<file path="src/rtl/pipe_rca_adder_param.sv">
// Segment-pipelined ripple-carry adder/subtractor with a valid/ready handshake.
// Defining PIPE_RCA_OVF_EN adds a registered signed-overflow output (ovf).
module pipe_rca_adder_param #(
  parameter int BW     = 32,
  parameter int STAGES = 4
) (
  input  logic          CLK,
  input  logic          RESETn,
  input  logic          in_valid,
  output logic          in_ready,
  input  logic [BW-1:0] A,
  input  logic [BW-1:0] B,
  input  logic          cin,
  input  logic          sub,
  output logic          out_valid,
  input  logic          out_ready,
  output logic [BW-1:0] sum,
  output logic          cout
`ifdef PIPE_RCA_OVF_EN
  ,
  output logic          ovf
`endif
);

  localparam int SW = BW / STAGES;

  // One segment ripple built from generate/propagate cells; returns {carry_out, sum}.
  function automatic logic [SW:0] seg_add(input logic [SW-1:0] a,
                                          input logic [SW-1:0] b,
                                          input logic          ci);
    logic [SW:0]   c;
    logic [SW-1:0] s;
    c    = '0;
    s    = '0;
    c[0] = ci;
    for (int i = 0; i < SW; i++) begin
      s[i]   = a[i] ^ b[i] ^ c[i];
      c[i+1] = (a[i] & b[i]) | ((a[i] ^ b[i]) & c[i]);
    end
    return {c[SW], s};
  endfunction

  logic          en_s;
  logic [BW-1:0] sum_q;
  logic          cout_q;
  logic          out_valid_q;

  // The whole pipeline moves together unless a finished result is waiting.
  assign en_s      = !out_valid_q || out_ready;
  assign in_ready  = en_s;
  assign out_valid = out_valid_q;
  assign sum       = sum_q;
  assign cout      = cout_q;

  for (genvar k = 0; k < STAGES; k++) begin : g_stg
    localparam int REM = BW - k * SW;

    logic [REM-1:0]        a_s;
    logic [REM-1:0]        b_s;
    logic                  c_s;
    logic                  v_s;
    logic [SW:0]           seg_s;
    logic [(k+1)*SW-1:0]   res_s;

    assign seg_s = seg_add(a_s[SW-1:0], b_s[SW-1:0], c_s);

    if (k == 0) begin : g_src
      // Subtraction is folded in here so later stages only ever add.
      assign a_s   = A;
      assign b_s   = sub ? ~B : B;
      assign c_s   = sub ? 1'b1 : cin;
      assign v_s   = in_valid;
      assign res_s = seg_s[SW-1:0];
    end else begin : g_src
      assign a_s   = g_stg[k-1].g_reg.a_q;
      assign b_s   = g_stg[k-1].g_reg.b_q;
      assign c_s   = g_stg[k-1].g_reg.c_q;
      assign v_s   = g_stg[k-1].g_reg.v_q;
      assign res_s = {seg_s[SW-1:0], g_stg[k-1].g_reg.done_q};
    end

    if (k < STAGES - 1) begin : g_reg
      logic [REM-SW-1:0]   a_q;
      logic [REM-SW-1:0]   b_q;
      logic [(k+1)*SW-1:0] done_q;
      logic                c_q;
      logic                v_q;

      // Inter-stage register: remaining operand bits, finished low segments, carry.
      always_ff @(posedge CLK or negedge RESETn) begin
        if (!RESETn) begin
          a_q    <= '0;
          b_q    <= '0;
          done_q <= '0;
          c_q    <= 1'b0;
          v_q    <= 1'b0;
        end else if (en_s) begin
          a_q    <= a_s[REM-1:SW];
          b_q    <= b_s[REM-1:SW];
          done_q <= res_s;
          c_q    <= seg_s[SW];
          v_q    <= v_s;
        end
      end
    end else begin : g_out
      // Output register: full sum, carry out of the MSB and the result valid.
      always_ff @(posedge CLK or negedge RESETn) begin
        if (!RESETn) begin
          sum_q       <= '0;
          cout_q      <= 1'b0;
          out_valid_q <= 1'b0;
        end else if (en_s) begin
          sum_q       <= res_s;
          cout_q      <= seg_s[SW];
          out_valid_q <= v_s;
        end
      end

`ifdef PIPE_RCA_OVF_EN
      logic ovf_q;
      // Carry into the MSB is recovered as a^b^s at that bit.
      always_ff @(posedge CLK or negedge RESETn) begin
        if (!RESETn) begin
          ovf_q <= 1'b0;
        end else if (en_s) begin
          ovf_q <= (a_s[SW-1] ^ b_s[SW-1] ^ seg_s[SW-1]) ^ seg_s[SW];
        end
      end
      assign ovf = ovf_q;
`endif
    end
  end

endmodule

</file>
<file path="config.mk">
export PLATFORM = sky130hd
export DESIGN_NAME = pipe_rca_adder_param
export DESIGN_NICKNAME = d
export VERILOG_FILES = /design/src/rtl/pipe_rca_adder_param.sv
export SDC_FILE = /design/constraint.sdc
export NUM_CORES = 1
export LEC_CHECK = 0
export ABC_CLOCK_PERIOD_IN_PS = 3400
export BUFFER_PORTS_ARGS = -buffer_cell sky130_fd_sc_hd__buf_4
export CORE_UTILIZATION = 52
export CTS_CLUSTER_DIAMETER = 80
export DETAILED_ROUTE_END_ITERATION = 16
export HOLD_SLACK_MARGIN = 0.12
export PLACE_DENSITY = 0.76
export SLEW_MARGIN = 0
export SYNTH_ARGS = -nofsm -noshare
export SYNTH_HDL_FRONTEND = slang
export SYNTH_SLANG_ARGS = --single-unit
export TNS_END_PERCENT = 5
</file>
<file path="constraint.sdc">
create_clock -name CLK -period 3.4 [get_ports CLK]
set_input_delay 0.17 -clock CLK [delete_from_list [all_inputs] [get_ports CLK]]
set_output_delay 0.17 -clock CLK [all_outputs]
set_load 0.02 [all_outputs]
</file>
==> results_dict.tcl <==
set metrics [dict create \
    status "finished, violations left" \
    violations "negative setup slack" \
    slew_violations 0 \
    fin_worst_skew_ns 0.0107 \
    cp.required_ns 3.76 \
    hpwlAfterDp_um 9470 \
    cts_setup_buffers 0 \
    ir_drop_uv 520 \
    worstPathMaxFanout 2 \
    syn_area_mm2 0.00844 \
    synthToLayoutAreaGrowth_pct 24.0 \
    crit_chain "inv_2 > fa_1 > inv_1 > fa_2 > fa_2 > fa_2 > fa_2 > fa_2 > fa_2 > inv_2 > fa_1 > a21oi_2" \
    firstDrtPassIters 4 \
    vias 4311 \
    rrSetupSlack_ns -0.07 \
    numCtsBuffers 17 \
    r2r-start "g_stg[2].g_reg.a_q[0]$_DFFE_PN0P_" \
    initial_utilization 0.531 \
    maxCapViolations 0 \
    grt_usage 0.188 \
    portBuffers 104 \
    viasPerCell 4.92 \
    remaining_drc_errors 0 \
    synth_nets 606 \
    rsz0062_at_grt "true" \
    dp.cells 815 \
    antenna_found_initial 0 \
    hold_path.class "in2reg" \
    finalNonFillerCells 877 \
    clkTransAtPathRegs_ns 0.07 \
    setup_tns_ns -0.104 \
    synth.distinct_cells 16 \
    crit_start "g_stg[2].g_reg.a_q[0]$_DFFE_PN0P_" \
    pwr_density_cell_mw_per_mm2 933 \
    maxSlewHeadroom 0.329 \
    seq_area_frac_synth 0.546 \
    wire_per_inst_um 16.2 \
    period_needed_ns 3.47 \
    grt_max_degree 128 \
    hp-start "B[15]" \
    worst_pin_slew_ns 1.01 \
    wirelength_um 14200 \
    placed_area_mm2 0.00950 \
    final-hold-violation-count 0 \
    grt_pass1_wl_um 23700 \
    setup_viol 2 \
    tritoncts "done" \
    leakagePower_nw 4.99 \
    slowest_stage "fa_1" \
    rows 46 \
    clock.fmax_mhz 288 \
    fill_cells 1129 \
    gp_congestion 0.750 \
    crit_path_start_kind "flip-flop" \
    io_pins 105 \
    die_x_um 129 \
    cpPeakStageDelay_ns 0.43 \
    clockBufferDepth 2 \
    fin_crit_sh 1.02 \
    avgSynthCellArea_um2 16.7 \
    fin_nets 750 \
    core-area_mm2 0.0159 \
    grt_overflow 0 \
    drive_above_1_share 0.531 \
    ant_nets 0 \
    arrival_ns 3.83 \
    end_kind "flip-flop" \
    cp_common_cell "fa_2" \
    first_global_vias 4580 \
    ys_seq_elements 184 \
    htreeDepth 4 \
    cts.sinks 184 \
    worst_slack_ns -0.0716 \
    syn_inst 504 \
    ys_warn_count 0 \
    die_h_um 129 \
    critPathKind "reg2reg" \
    antenna_cells 0 \
    place_ws_ns -0.426 \
    design_area_mm2 0.0105 \
    root_buffer "clkbuf_16" \
    drtIter0Drc 250 \
    final_core_util 0.659 \
    insertion_delay_ns 0.42 \
    dieArea_mm2 0.0167 \
]
==> cells by family after synthesis <==
logic type,count (synthesis),synth area share
flip-flops,184,0.546
AO/OA/AOI/OAI,14,0.00830
XOR/XNOR,32,0.0332
multiplexers,169,0.283
AND/OR/NAND/NOR,17,0.0144
buffers and inverters,56,0.0400
adder cells (fa/ha/maj),32,0.0759
==> final timing paths <==
path | endpoint | cells after the start
min | g_stg[0].g_reg.b_q[7]$_DFFE_PN0P_ | 3
max reg2reg | sum[31]$_DFFE_PN0P_ | 12
min reg2reg | out_valid$_DFFE_PN0P_ | 1
max in group asynchronous | g_stg[1].g_reg.b_q[9]$_DFFE_PN0P_ | 3
min in group asynchronous | g_stg[0].g_reg.done_q[1]$_DFFE_PN0P_ | 2
max | sum[31]$_DFFE_PN0P_ | 12
==> area by class of cell <==
cell class | instances | area (um2) | share of cell area
Timing Repair Buffer | 152 | 1300 | 0.124
Sequential cell | 184 | 4600 | 0.440
Clock buffer | 21 | 470 | 0.0449
Multi-Input combinational cell | 264 | 3570 | 0.341
Inverter | 29 | 109 | 0.0104
Tap cell | 216 | 270 | 0.0258
Clock inverter | 11 | 145 | 0.0139
==> flip-flops by register name, indices dropped and copies added (netlist names) <==
register            cells
g_stg.g_reg.b_q        48
sum                    32
g_stg.g_reg.v_q         3
g_stg.g_reg.done_q     48
g_stg.g_reg.a_q        48
g_stg.g_reg.c_q         3
cout                    1
out_valid               1
==> through the flow <==
step | hold WS, ns | power, mW
after global routing | 0.138 | 10.4
final | 0.133 | 9.76
after detailed placement | 0.404 | 7.69
after CTS | 0.121 | 9.87
after global placement | 0.392 | 7.51
after floorplan | -0.126 | 6.57
==> repair_timing <==
action	in CTS	in global routing
pin swaps	3	4
hold buffers	30	0
gates resized for setup	16	10
endpoints found under the setup margin	9	5
hold endpoints to repair	155	0
==> placed cells by master (no fill, tap or decap), drive strengths merged <==
master / n
mux2i: 4
a21oi: 14
buf: 121
clkbuf: 22
xnor2: 9
nor2: 1
clkinvlp: 3
clkinv: 4
dfrtp: 184
nor3b: 14
fa: 32
inv: 30
mux2: 165
dlygate4sd3: 30
nand2b: 2
xor2: 23
bufinv: 3
==> synthesized netlist by cell type <==
master    instances  share of area
dfrtp_1         184           0.55
mux2_4          130           0.23
mux2_2           35          0.047
fa_1             32          0.076
inv_1            29          0.013
xor2_1           23          0.024
buf_6            15          0.020
a21oi_1          14         0.0083
nor3b_1          14          0.012
buf_2             9         0.0053
xnor2_1           9         0.0093
mux2i_1           4         0.0047
clkbuf_1          2        0.00089
nand2b_1          2         0.0015
buf_4             1        0.00089
nor2_1            1        0.00044
==> power breakdown <==
| part | switching, mW | leakage, nW | internal [mW] |
|---|---|---|---|
| Combinational | 1.48 | 2.57 | 2.44 |
| Sequential | 0.633 | 2.13 | 3.19 |
| Clock | 0.814 | 0.295 | 1.22 |
==> worst max-delay path, delay by kind of cell (launching register included) <==
family	cells	cell delay, ns
flops	1	0.40
buf+inv	3	0.18
fa+ha+maj	8	2.70
compound gates	1	0.12
==> metal layers <==
layer	GRT usage	part of all wire	vias to the layer above
met5	0	0	-
met4	0.0519	0.010	0
met3	0.0462	0.034	12
met2	0.293	0.49	82
met1	0.264	0.46	2237
li1	-	-	1980
No activity file was read; power rests on OpenSTA's default activity.
